==> config.mk <==
export PLATFORM = sky130hd
export DESIGN_NAME = parallax_starfield_flat
export DESIGN_NICKNAME = d
export VERILOG_FILES = /design/src/rtl/parallax_starfield_if.sv /design/src/rtl/parallax_starfield.sv /design/src/flat_wrapper.sv
export SDC_FILE = /design/constraint.sdc
export NUM_CORES = 1
export LEC_CHECK = 0
export CAP_MARGIN = 20
export CORE_MARGIN = 8
export CORE_UTILIZATION = 59
export CTS_BUF_LIST = sky130_fd_sc_hd__clkbuf_4
export DETAILED_ROUTE_END_ITERATION = 12
export PLACE_DENSITY_LB_ADDON = 0.2
export SYNTH_ARGS = -nofsm -noshare
export SYNTH_HDL_FRONTEND = slang
export SYNTH_SLANG_ARGS = --single-unit
export TNS_END_PERCENT = 5
==> constraint.sdc <==
create_clock -name clk -period 1.7 [get_ports clk]
set_input_delay 0.17 -clock clk [delete_from_list [all_inputs] [get_ports clk]]
set_output_delay 0.17 -clock clk [all_outputs]
set_load 0.02 [all_outputs]
==> src/rtl/parallax_starfield_if.sv <==
// Video timing bundle: hvsync_generator timing into the starfield, VGA pins and frame count out.
interface parallax_starfield_if;
    logic [15:0] hpos;
    logic [15:0] vpos;
    logic        display_on;
    logic        hsync_i;
    logic        vsync_i;
    logic        hsync;
    logic        vsync;
    logic [2:0]  rgb;
    logic [7:0]  frame_cnt;

    modport master (
        output hpos, vpos, display_on, hsync_i, vsync_i,
        input  hsync, vsync, rgb, frame_cnt
    );

    modport slave (
        input  hpos, vpos, display_on, hsync_i, vsync_i,
        output hsync, vsync, rgb, frame_cnt
    );
endinterface

==> src/rtl/parallax_starfield.sv <==
// Multi-layer parallax starfield pixel generator fed by hvsync_generator timing.
// Optional far-star blinking is enabled by defining STARFIELD_TWINKLE_EN.
module parallax_starfield #(
    parameter int          NLAYERS = 3,
    parameter int          NBITS   = 16,
    parameter logic [31:0] TAPS    = 32'h0000_002D,
    parameter logic [31:0] SEED    = 32'h0000_ACE1,
    parameter int          DENSITY = 7
) (
    input logic                 clk,
    input logic                 reset,
    parallax_starfield_if.slave vid
);
    typedef logic [NBITS-1:0] lfsr_t;

    localparam lfsr_t TAP_MASK = TAPS[NBITS-1:0];
    localparam lfsr_t ONE      = lfsr_t'(1);

    function automatic lfsr_t step(input lfsr_t x);
        return {x[NBITS-2:0], 1'b0} ^ (x[NBITS-1] ? TAP_MASK : '0);
    endfunction

    // Layer k starts from SEED rotated left by 3*k so the layers are decorrelated.
    function automatic lfsr_t init_seed(input int k);
        lfsr_t s;
        lfsr_t r;
        int    sh;
        s  = SEED[NBITS-1:0];
        sh = (3 * k) % NBITS;
        r  = (sh == 0) ? s : lfsr_t'((s << sh) | (s >> (NBITS - sh)));
        return (r == '0) ? ONE : r;
    endfunction

    function automatic logic [7:0] adv_mask(input int k);
        return 8'((32'd1 << (NLAYERS - 1 - k)) - 32'd1);
    endfunction

    lfsr_t              seed_q [NLAYERS];
    lfsr_t              lfsr_q [NLAYERS];
    lfsr_t              cur    [NLAYERS];
    logic [NLAYERS-1:0] star;
    logic               frame_start;
    logic               any_star;
    logic [2:0]         colour_sel;
    logic [7:0]         frame_cnt_q;
    logic [2:0]         rgb_q;
    logic               hsync_q;
    logic               vsync_q;

    assign frame_start = (vid.hpos == 16'd0) && (vid.vpos == 16'd0);

    always_comb begin
        // NOTE: every combinationally assigned variable gets a default first, so no latch can be inferred.
        star       = '0;
        any_star   = 1'b0;
        colour_sel = 3'b000;
        for (int k = 0; k < NLAYERS; k++) begin
            cur[k]  = frame_start ? seed_q[k] : lfsr_q[k];
            star[k] = &cur[k][NBITS-1 -: DENSITY];
`ifdef STARFIELD_TWINKLE_EN
            if (k < NLAYERS - 1 && cur[k][6:3] == frame_cnt_q[5:2]) begin
                star[k] = 1'b0;
            end
`endif
            // Ascending scan, so the nearest (highest k) star present overrides the ones behind it.
            if (star[k]) begin
                any_star   = 1'b1;
                colour_sel = (k == NLAYERS - 1) ? 3'b111 : (cur[k][2:0] | 3'b001);
            end
        end
    end

    // NOTE: the seed/LFSR arrays are a few flops per layer, not a RAM, so they get reset values like any register.
    always_ff @(posedge clk or negedge reset) begin
        if (!reset) begin
            for (int k = 0; k < NLAYERS; k++) begin
                seed_q[k] <= init_seed(k);
                lfsr_q[k] <= init_seed(k);
            end
            frame_cnt_q <= 8'd0;
            rgb_q       <= 3'b000;
            hsync_q     <= 1'b0;
            vsync_q     <= 1'b0;
        end else begin
            // NOTE: non-blocking assignments, so every register here updates from pre-edge values.
            for (int k = 0; k < NLAYERS; k++) begin
                lfsr_q[k] <= vid.display_on ? step(cur[k]) : cur[k];
                if (frame_start && ((frame_cnt_q & adv_mask(k)) == 8'd0)) begin
                    seed_q[k] <= step(seed_q[k]);
                end
            end
            if (frame_start) begin
                frame_cnt_q <= frame_cnt_q + 8'd1;
            end
            rgb_q   <= (vid.display_on && any_star) ? colour_sel : 3'b000;
            hsync_q <= vid.hsync_i;
            vsync_q <= vid.vsync_i;
        end
    end

    assign vid.rgb       = rgb_q;
    assign vid.hsync     = hsync_q;
    assign vid.vsync     = vsync_q;
    assign vid.frame_cnt = frame_cnt_q;
endmodule
==> src/flat_wrapper.sv <==
// flat-port wrapper written by rule: the top's interface ports become plain ports
module parallax_starfield_flat 
#(
    parameter int          NLAYERS = 3,
    parameter int          NBITS   = 16,
    parameter logic [31:0] TAPS    = 32'h0000_002D,
    parameter logic [31:0] SEED    = 32'h0000_ACE1,
    parameter int          DENSITY = 7
)
  (clk, reset, vid_hpos, vid_vpos, vid_display_on, vid_hsync_i, vid_vsync_i, vid_hsync, vid_vsync, vid_rgb, vid_frame_cnt);
  parallax_starfield_if vid_i ();
  input logic clk;
  input logic reset;
  input wire logic [$bits(vid_i.hpos)-1:0] vid_hpos;
  input wire logic [$bits(vid_i.vpos)-1:0] vid_vpos;
  input wire logic [$bits(vid_i.display_on)-1:0] vid_display_on;
  input wire logic [$bits(vid_i.hsync_i)-1:0] vid_hsync_i;
  input wire logic [$bits(vid_i.vsync_i)-1:0] vid_vsync_i;
  output wire logic [$bits(vid_i.hsync)-1:0] vid_hsync;
  output wire logic [$bits(vid_i.vsync)-1:0] vid_vsync;
  output wire logic [$bits(vid_i.rgb)-1:0] vid_rgb;
  output wire logic [$bits(vid_i.frame_cnt)-1:0] vid_frame_cnt;
  assign vid_i.hpos = vid_hpos;
  assign vid_i.vpos = vid_vpos;
  assign vid_i.display_on = vid_display_on;
  assign vid_i.hsync_i = vid_hsync_i;
  assign vid_i.vsync_i = vid_vsync_i;
  assign vid_hsync = vid_i.hsync;
  assign vid_vsync = vid_i.vsync;
  assign vid_rgb = vid_i.rgb;
  assign vid_frame_cnt = vid_i.frame_cnt;
  parallax_starfield #(.NLAYERS(NLAYERS), .NBITS(NBITS), .TAPS(TAPS), .SEED(SEED), .DENSITY(DENSITY)) u_core (.clk(clk), .reset(reset), .vid(vid_i));
endmodule
## After elaboration in Yosys (flattened, before gate mapping)

Cells that the tools add are included.

| cells by class | value |
|---|---|
| $add $sub $neg | 1 |
| multipliers | 0 |
| div/mod/pow operators | 0 |
| order comparisons | 0 |
| eq/ne operators | 0 |
| shift operators | 0 |
| multiplexer cells | 19 |
| bitwise operators | 6 |
| reduce and logical (&&, ||, !) cells | 11 |

Operators by type and width:

| kind | count |
|---|---|
| $mux W16 | 6 |
| $xor A16 B16 Y16 | 6 |
| $mux W6 | 6 |
| $logic_not A16 Y1 | 2 |
| $reduce_and A7 Y1 | 3 |
| $logic_not A8 Y1 | 2 |
| $mux W3 | 4 |
| $add A8 B1 Y8 const B | 1 |
| $logic_and A1 B1 Y1 | 4 |
| $mux W1 | 3 |

| storage, ports and cells | value |
|---|---|
| register bits after elaboration | 109 |
| bits in latches | 0 |
| bits in writable memories | 0 |
| bits in read-only memories | 0 |
| bits of input ports | 37 |
| output and inout port bits | 13 |
| word-level logic and storage cells | 47 |
| memories | 0 |

## Depth between registers and ports, before layout

| logic depth | value |
|---|---|
| depth after elaboration | 9 |
| depth in mapped cells | 7 |
| depth with buffers taken out | 5 |

## Worst setup path before layout

OpenSTA, ideal clock, no wires.

| timing | value |
|---|---|
| kind | input port to flip-flop |
| from | input vid_vpos[0] |
| to | register u_core.seed_q[21] in the netlist's numbering |
| setup time | 0.125 ns |
| data arrival time | 1.703 ns |
| data required time | 1.575 ns |
| slack | -0.128 ns |
| cell stages on the path | 7 |
| buffers on the path | 2 |
| path through | nor4_1 -> nand2_1 -> nor4_4 -> and2_1 -> buf_2 -> buf_4 -> mux2_2 |

| between the ends | value |
|---|---|
| word-level cells in the longest chain between the ends | 3 |

Ends and longest elaborated chain:

| element | line | RTL |
|---|---|---|
| start, declared | flat_wrapper.sv:15 | `input wire logic [$bits(vid_i.vpos)-1:0] vid_vpos;` |
| $logic_not A16 Y1 | parallax_starfield.sv:50 | `assign frame_start = (vid.hpos == 16'd0) && (vid.vpos == 16'd0);` |
| $logic_and A1 B1 Y1 | parallax_starfield.sv:50 |  |
| $logic_and A1 B1 Y1 | parallax_starfield.sv:88 | `if (frame_start && ((frame_cnt_q & adv_mask(k)) == 8'd0)) begin` |
| end signal, assigned by index | parallax_starfield.sv:77 | `seed_q[k] <= init_seed(k);` |
| end signal, assigned by index | parallax_starfield.sv:89 | `seed_q[k] <= step(seed_q[k]);` |
| end, declared | parallax_starfield.sv:38 | `lfsr_t seed_q [NLAYERS];` |

Every way passes these cells.
A chain may end at the register's enable or synchronous reset.

## Worst setup path in the final report

| timing | value |
|---|---|
| from | input vid_vpos[0] |
| to | register u_core.seed_q[30] in the netlist's numbering |

The elaborated chain is that of the path after synthesis.

==> impl_metrics.json <==
{
  "gp_congestion": 0.7502,
  "skew_ps": 21.19,
  "wl_per_cell_um": 18.79,
  "die_x_um": 108.6,
  "power_density_mw_per_mm2": 662.1,
  "grt-ovfl-total": 0,
  "r2r-start": "u_core.seed_q[25]",
  "synth_edf_count": 0,
  "path_clk_slew_ps": 160,
  "cts_sinks": 109,
  "drc": 0,
  "cts_tree": "built",
  "status": "finished, final reports clean",
  "synth_commonest_cells": "mux2i_1 (96), dfrtp_1 (61), dfstp_2 (48), mux2_2 (48), xor2_1 (18)",
  "worst_ep_required_time_ps": 2090,
  "p_total_mw": 4.156,
  "postLayoutCoreUtil": 0.7602,
  "clockBufferDepth": 2,
  "min_to": "u_core.lfsr_q[16]",
  "ys_seq_elements": 109,
  "htree_levels": 3,
  "multi_input_area_mm2": 0.002303,
  "fin_crit_sh": 0.9988,
  "hpwl_um": 6709,
  "ys_seq_area_frac": 0.5512,
  "initial_core_util": 0.6124,
  "dieArea_mm2": 0.01179,
  "first_iter_violations": 88,
  "yosys.cell_types.count": 26,
  "synth_warnings": 0,
  "place.port_buffers": 49,
  "wirelength_um": 10150,
  "ctsRootBufferMaster": "clkbuf_4",
  "r2r-end": "u_core.vid.rgb[1]",
  "die_h_um": 108.6,
  "arrival_ps": 2090,
  "finalSetupViolations": 0,
  "cts_buffers": 9,
  "ioPinCount": 50,
  "hp-start": "vid_display_on",
  "path_class": "in -> reg",
  "async_flop_share": 1.000,
  "vias_per_cell": 5.763,
  "regToRegSetupSlack_ps": 130,
  "antenna_found_initial": 1,
  "synthCells": 366,
  "crit_path_start_kind": "primary input",
  "ant_nets": 0,
  "grt_usage": 0.1700,
  "crit_path_max_fanout": 8,
  "max_slew_margin": 0.6276,
  "p_leak_nw": 2.921,
  "drv_slew": 0,
  "grt_max_degree": 42,
  "peakVddDrop_mv": 0.5321,
  "drive_gt1_frac": 0.3618,
  "yosysTopAreaCell": "dfrtp_1",
  "grt_pass1_vias": 3299,
  "num-fill-cells": 490,
  "num_vias": 3112,
  "synth_flop_cell": "dfrtp_1",
  "area_growth_pct": 24.12,
  "core_region_area_mm2": 0.008258,
  "layout.area.seq_mm2": 0.002788,
  "grt_pass1_wl_um": 16090,
  "avgSynthCellArea_um2": 13.82,
  "dr.pass1.iters": 4,
  "hold_viol_final": 0,
  "synth_most_common_cell": "mux2i_1",
  "syn_nets": 405,
  "hold_depth": 2,
  "layout_min_cycle_time_ps": 1698,
  "hold_path.class": "in -> reg",
  "rr_worst_depth": 5,
  "cp-end-kind": "flip-flop",
  "maxCapViolCount": 0,
  "tightest_slew_ps": 558.6,
  "synth_top_area_frac": 0.3018,
  "syn_area_mm2": 0.005057,
  "row_count": 33,
  "final_nets": 468,
  "clock_latency_ps": 460,
  "ys_top_cells_by_area": "dfrtp_1 (30%), dfstp_2 (25%), mux2i_1 (19%)",
  "fmax_mhz": 588.9
}
[cell usage in the layout, fill, tap and decap left out, drive strengths merged, types with 7 or more instances in the layout]
cell type	count
buf	22
clkbuf	13
clkdlybuf4s50	17
dfrtp	61
dfstp	48
dlygate4sd2	10
dlymetal6s2s	20
mux2	48
mux2i	96
nand2	16
nand4	10
nor4	9
xnor2	7
xor2	18
[worst max-delay path by stage]
stage	start	endpoint	slack, ps	cells after the start
floorplan	vid_hpos[1]	u_core.lfsr_q[14]	-30	7
global placement	vid_hpos[1]	u_core.seed_q[20]	-550	8
detailed placement	vid_hpos[2]	u_core.seed_q[20]	-610	8
CTS	vid_vpos[11]	u_core.lfsr_q[15]	-30	9
global route	vid_vpos[0]	u_core.lfsr_q[32]	-90	9
finish	vid_vpos[0]	u_core.seed_q[30]	2	8
[sequential cells by signal (all words and copies together), names as in the netlist]
register / count
u_core.vid.rgb: 3
u_core.lfsr_q: 48
u_core.vid.vsync: 1
u_core.seed_q: 48
u_core.vid.hsync: 1
u_core.vid.frame_cnt: 8
[critical path: stages]
cell and delay [ps]:
clkdlybuf4s50_1 410, nor4_1 200, nand2_1 150, nor4_4 300
buf_6 180, and2_4 200, buf_12 140, mux2_2 330
[layer usage]
layer  vias up  part of all wire  track usage  wire [µm]
li1       1456                 -            -          -
met1      1600              0.45       0.2186       4520
met2        41              0.51       0.2812       5201
met3        15             0.026      0.03569        267
met4         0             0.015      0.05474        157
met5         -                 0            0          0
[through the flow]
step	std cells	cell area [µm²]	setup slack, ps	hold slack [ps]	setup TNS, ps
global route	540	6277	-87.70	92.20	-3570
global placement	516	5822	-547.1	195.1	-48680
finish	540	6277	2.012	105.0	0
CTS	535	6043	-32.92	91.50	-133.2
detailed placement	516	5822	-611.5	197.3	-54910
floorplan	366	5102	-26.05	-125.6	-559.7
[layout make-up]
class,instances,area share
flip-flops and latches,109,0.4441
clock buffers,10,0.01196
diodes,1,0.0003986
repair buffers,73,0.1431
multi-input cells,234,0.3670
clock inverters,6,0.01136
inverters,2,0.001196
well taps,105,0.02093
[what timing repair did]
| action | CTS | global route |
|---|---|---|
| setup endpoints to repair | 80 | 97 |
| buffers inserted | 1 | 1 |
| cloned | 1 | 3 |
| resized for setup | 21 | 39 |
| hold endpoints to repair | 28 | 0 |
| hold buffers | 1 | 0 |
| pin swaps | 5 | 11 |
[power by group]
part | switching [mW] | total [mW] | leakage, nW | internal (mW)
sequential | 0.000576 | 2.60 | 1.33 | 2.60
clock | 0.855 | 1.33 | 0.0801 | 0.480
combinational | 0.107 | 0.217 | 1.51 | 0.110
total | 0.962 | 4.16 | 2.92 | 3.19
[cells by family (layout without fill, tap and decap cells)]
| family | count (synthesis) | count (layout) | synth area share |
|---|---|---|---|
| AO/OA/AOI/OAI | 7 | 7 | 0.01039 |
| AND/OR/NAND/NOR | 53 | 53 | 0.05691 |
| flip-flops | 109 | 109 | 0.5512 |
| adder cells (fa/ha/maj) | 2 | 2 | 0.004947 |
| buffers and inverters | 23 | 91 | 0.02301 |
| other | 0 | 1 | 0 |
| XOR/XNOR | 25 | 25 | 0.04330 |
| multiplexers | 147 | 147 | 0.3102 |
No activity file was read; power rests on OpenSTA's default activity.
